===== src/rtl/instruction_fetch.sv =====
// Fetch stage: loadable program memory, PC and a single-entry
// registered instruction output with a valid/ready handshake.
module instruction_fetch #(
    parameter int          ADDR_W      = 8,
    parameter logic [7:0]  HALT_OPCODE = 8'hFF
) (
    input  logic              clk,
    input  logic              rst,
    input  logic              load_en,
    input  logic [ADDR_W-1:0] load_addr,
    input  logic [7:0]        load_data,
    input  logic              run,
    input  logic              jump_en,
    input  logic [ADDR_W-1:0] jump_addr,
    input  logic              out_ready,
    output logic [7:0]        instruction,
    output logic              instr_valid,
    output logic [ADDR_W-1:0] instr_pc,
    output logic              halted,
    output logic              busy
);

    localparam int              DEPTH  = 2 ** ADDR_W;
    localparam logic [ADDR_W-1:0] PC_ONE = ADDR_W'(1);

    typedef enum logic [1:0] {
        IDLE = 2'd0,
        RUN  = 2'd1,
        HALT = 2'd2
    } state_t;

    state_t            state_q;
    logic [ADDR_W-1:0] pc_q;
    logic [7:0]        instr_q;
    logic              valid_q;
    logic [ADDR_W-1:0] ipc_q;
    logic              halted_q;
    logic              busy_q;

    logic [7:0]        mem_q [DEPTH];
    logic [7:0]        fetch_word;
    logic              transfer;
    logic              advance;
    logic              drained;

    assign fetch_word = mem_q[pc_q];
    assign transfer   = valid_q & out_ready;
    assign advance    = (state_q == RUN) & run
                      & (~valid_q | out_ready) & ~jump_en;
    // Held entry is gone now or leaves at this edge.
    assign drained    = ~valid_q | transfer;

    // Program memory: written only while idle, never cleared.
    always_ff @(posedge clk) begin
        if (load_en && state_q == IDLE && !rst) begin
            mem_q[load_addr] <= load_data;
        end
    end

    // Fetch control FSM with registered outputs.
    always_ff @(posedge clk) begin
        if (rst) begin
            state_q  <= IDLE;
            pc_q     <= '0;
            instr_q  <= 8'h00;
            valid_q  <= 1'b0;
            ipc_q    <= '0;
            halted_q <= 1'b0;
            busy_q   <= 1'b0;
        end else begin
            unique case (state_q)
                IDLE: begin
                    if (run) begin
                        state_q  <= RUN;
                        busy_q   <= 1'b1;
                        halted_q <= 1'b0;
                    end
                end
                RUN: begin
                    if (jump_en) begin
                        pc_q    <= jump_addr;
                        valid_q <= 1'b0;
                    end else if (advance) begin
                        instr_q <= fetch_word;
                        ipc_q   <= pc_q;
                        valid_q <= 1'b1;
                        pc_q    <= pc_q + PC_ONE;
                        if (fetch_word == HALT_OPCODE) begin
                            state_q  <= HALT;
                            busy_q   <= 1'b0;
                            halted_q <= 1'b1;
                        end
                    end else begin
                        if (transfer) begin
                            valid_q <= 1'b0;
                        end
                        if (!run && drained) begin
                            state_q <= IDLE;
                            busy_q  <= 1'b0;
                        end
                    end
                end
                HALT: begin
                    if (transfer) begin
                        valid_q <= 1'b0;
                    end
                    if (!run && drained) begin
                        state_q  <= IDLE;
                        halted_q <= 1'b0;
                    end
                end
                default: begin
                    state_q  <= IDLE;
                    busy_q   <= 1'b0;
                    halted_q <= 1'b0;
                end
            endcase
        end
    end

    assign instruction = instr_q;
    assign instr_valid = valid_q;
    assign instr_pc    = ipc_q;
    assign halted      = halted_q;
    assign busy        = busy_q;

endmodule


===== config.mk =====
export PLATFORM = sky130hd
export DESIGN_NAME = instruction_fetch
export DESIGN_NICKNAME = d
export VERILOG_FILES = /design/src/rtl/instruction_fetch.sv
export SDC_FILE = /design/constraint.sdc
export NUM_CORES = 2
export LEC_CHECK = 0
export CAP_MARGIN = 20
export CORE_MARGIN = 8
export CORE_UTILIZATION = 54
export CTS_BUF_LIST = sky130_fd_sc_hd__clkbuf_8
export DETAILED_ROUTE_END_ITERATION = 7
export PLACE_DENSITY = 0.8
export SETUP_SLACK_MARGIN = 0.3
export SYNTH_ARGS = -nofsm -noshare
export SYNTH_HDL_FRONTEND = slang
export SYNTH_SLANG_ARGS = --single-unit
export TNS_END_PERCENT = 30

===== constraint.sdc =====
create_clock -name clk -period 2.84 [get_ports clk]
set_input_delay 0.284 -clock clk [delete_from_list [all_inputs] [get_ports clk]]
set_output_delay 0.284 -clock clk [all_outputs]
set_load 0.02 [all_outputs]

==> results.yml <==
outcome:
  status: "finished with violations"
  violations: "setup timing"
clock_tree:
  clkSlewWorstSetupHoldPaths_ns: 0.06
  cts_max_path_buffers: 4
  htreeDepth: 5
  cts.sinks: 2085
  cts_root_buf: "clkbuf_8"
  cts_tree: "done"
  cts_made_buffers: 331
  clk_latency_ns: 1.06
synthesis:
  synth_flop_cell: "edfxtp_1"
  yosysTopAreaCell: "edfxtp_1"
  ys_types: 65
  yosys_warnings: 0
  synth_enable_flop_cells: 2048
  syn_area_mm2: 0.0814
  yosysSeqAreaShare: 0.765
  syn_inst: 3832
  synth_seq_cells: 2085
  synth_common_cells: "edfxtp_1, mux4_2, nor2_1, a22oi_1, mux2i_1"
  netlist_top_cells_area: "edfxtp_1, mux4_2, mux4_1, nor2_1, mux2i_1"
  syn_area_per_cell_um2: 21.2
  synth_nets: 3867
  synth_top_area_frac: 0.756
  async_flop_share: 0
  synthMostInstantiatedCell: "edfxtp_1"
sta:
  clock.fmax_mhz: 262
  finalCriticalPeriod_ns: 3.82
  finalSetupViolations: 12
  slew_headroom: 0.403
  fin_ws_ns: -0.980
  hold_viol: 0
  worst_pin_slew_ns: 0.896
  grt_setup_unrepaired: "true"
  fin_crit_sh: 1.35
  clock_skew_ns: 0.0617
  final_max_slew_viol_count: 0
placement:
  dp_hpwl_um: 130000
  io_buffers: 48
  place.gp.congestion: 0.885
  dpl_worst_slack_ns: -1.12
worst_setup_path:
  ff2ff_setup_slack_ns: -0.98
  reg2reg_depth: 12
  required_ns: 3.78
  path_cells: "buf_16 > buf_12 > nand2b_2 > o22ai_1 > o21ba_1 > a311oi_1 > a211oi_4 > or4_4 > nor4_4 > nand3_4 > or4_4 > a31oi_1"
  worstReg2RegEnd: "state_q[1]$_SDFFE_PP0P_"
  arrival_ns: 4.76
  end_kind: "flop"
  crit_top_cell: "or4_4"
  setup.worst_path.end: "state_q[1]$_SDFFE_PP0P_"
  path_depth: 12
  criticalPathCategory: "reg2reg"
  worstSetupStartpointType: "flop"
  cp_top_family: "simple AND/OR/NAND/NOR gates"
  crit_buf_inv: 2
  crit_fanout: 10
  slowest_stage: "a311oi_1"
  max_stage_delay_ns: 0.57
run:
  maxCapViolCount: 0
route:
  first_iter_violations: 6414
  ant_nets: 0
  drtPass1Iterations: 6
  viasPerCell: 6.34
  drc_errors: 0
  vias: 44900
  routed_wl_um: 211000
  wl_per_cell_um: 29.8
global_route:
  grt-ovfl-total: 0
  grt_max_degree: 109
  gr-usage-all-layers: 0.249
  grt_pass1_wl_um: 300000
  grt_pass1_vias: 45500
  antenna_found_initial: 8
power_and_ir_drop:
  leakage_nw: 31.5
  power_density_mw_per_mm2: 679
  p_int_mw: 50.0
  netSwitchingFraction: 0.241
  power_frac_clock: 0.356
  ir_worst_vdd_mv: 0.686
  power.switching_mw: 15.9
  pwr-share-seq: 0.514
  combPwrFrac: 0.130
die:
  start_util: 0.543
  die_width_um: 404
  io_pins: 49
  die_area_mm2: 0.163
  core_mm2: 0.150
  rows: 142
  die_h_um: 404
cells_and_area:
  seq_area_mm2: 0.0623
  fillCellCount: 8911
  drive_gt1_frac: 0.365
  multi_input_area_mm2: 0.0182
  area_delta_synth_final_pct: 19.3
  nNetsFinal: 4859
  utilization: 0.648
min_path:
  holdCritPathClass: "in2reg"
-- cell families (layout without fill, tap and decap cells) --
family / after synthesis / in the layout / share of synthesized area
muxes: 591 / 591 / 0.149
AOI/OAI and AO/OA: 390 / 390 / 0.0336
adders and majority gates: 5 / 5 / 0.000769
buffers and inverters: 234 / 1465 / 0.0224
and+or+nand+nor: 527 / 527 / 0.0290
other: 0 / 5 / 0
DFF: 2085 / 2085 / 0.765
-- final cells by class --
class / instances / area share
Multi-Input combinational cell: 1513 / 0.187
Clock inverter: 226 / 0.0122
Inverter: 5 / 0.000193
Tap cell: 2016 / 0.0260
Sequential cell: 2085 / 0.642
Clock buffer: 346 / 0.0491
Timing Repair Buffer: 888 / 0.0837
Antenna cell: 5 / 0.000129
-- metal layers --
| metal | up-vias | GRT usage | share of wire |
|---|---|---|---|
| met5 | - | 0 | 0.00014 |
| met4 | 4 | 0.116 | 0.050 |
| met3 | 652 | 0.0744 | 0.13 |
| met2 | 3438 | 0.392 | 0.47 |
| met1 | 22700 | 0.323 | 0.34 |
| li1 | 18100 | - | - |
-- sequential cells by signal, summed over array words and instances (netlist names), named ones only --
signal       count
state_q          2
instr_valid      1
instruction      8
halted           1
instr_pc         8
busy             1
mem_q         2048
pc_q             8
-- power by group through the flow --
stage	sequential (mW)	clock (mW)	combinational (mW)
after floorplan	34.5	0	4.51
after global placement	34.5	0	7.35
after detailed placement	34.6	0	7.53
after CTS	33.9	23.6	7.97
after global routing	33.9	25.0	8.86
final	33.9	23.5	8.56
-- worst min path at each step --
stage | from | endpoint | slack [ns] | cells past startpoint
after CTS | jump_addr[6] | flop | 0.03 | 5
after global placement | instr_pc[6]$_SDFFE_PP0P_ | instr_pc[6]$_SDFFE_PP0P_ | 0.44 | 2
after floorplan | load_data[0] | mem_q[0][0]$_DFFE_PP_ | 0.38 | 0
final | jump_addr[6] | flop | 0.12 | 5
after global routing | jump_addr[6] | flop | 0.14 | 5
after detailed placement | instruction[7]$_SDFFE_PP0P_ | instruction[7]$_SDFFE_PP0P_ | 0.45 | 2
-- worst reg2reg max path, cell delays in order (launching register included) --
cell,delay (ns)
dfxtp_4,0.44
buf_16,0.21
buf_12,0.18
nand2b_2,0.26
o22ai_1,0.12
o21ba_1,0.21
a311oi_1,0.57
a211oi_4,0.20
or4_4,0.55
nor4_4,0.28
nand3_4,0.15
or4_4,0.43
a31oi_1,0.17
-- through the flow --
step | hold WS, ns | instances | power, mW | TNS, ns | area (um2)
4_1_cts | 0.0258 | 7042 | 65.5 | -4.78 | 96100
2_1_floorplan | 0.383 | 3832 | 39.0 | -0.137 | 81400
3_3_place_gp | 0.442 | 6433 | 41.9 | -8.50 | 89200
5_1_grt | 0.143 | 7081 | 67.8 | -6.81 | 97000
3_5_place_dp | 0.446 | 6433 | 42.1 | -8.76 | 89200
6_report | 0.119 | 7084 | 65.9 | -6.11 | 97000
-- placed cells by master, fill, tap and decap left out, drive strengths merged, types with 6 or more instances in the layout --
cell type      instances
o221ai                33
mux2i                101
or2                    7
a221oi                25
clkdlybuf4s50         40
dfxtp                 37
nor2                 303
a22o                  15
o21ai                 16
nor4                  19
nor2b                 20
edfxtp              2048
nand3                 22
nor3                  36
clkbuf               359
clkinv               106
and2                   6
dlygate4sd3           10
o22ai                 42
nand2                 69
bufinv                10
a211oi                16
mux4                 482
nand2b                17
a21oi                 94
a22oi                114
inv                  110
buf                  824
mux2                   8
-- what timing repair did --
action / in CTS / in global routing
gates resized for setup: 97 / 110
cloned: 2 / 5
pin swaps: 7 / 23
hold endpoints to repair: 512 / 0
setup buffers: 25 / 32
setup endpoints to repair: 18 / 286
hold buffers: 10 / 0
Note: power is estimated with default switching activity, not from simulation.
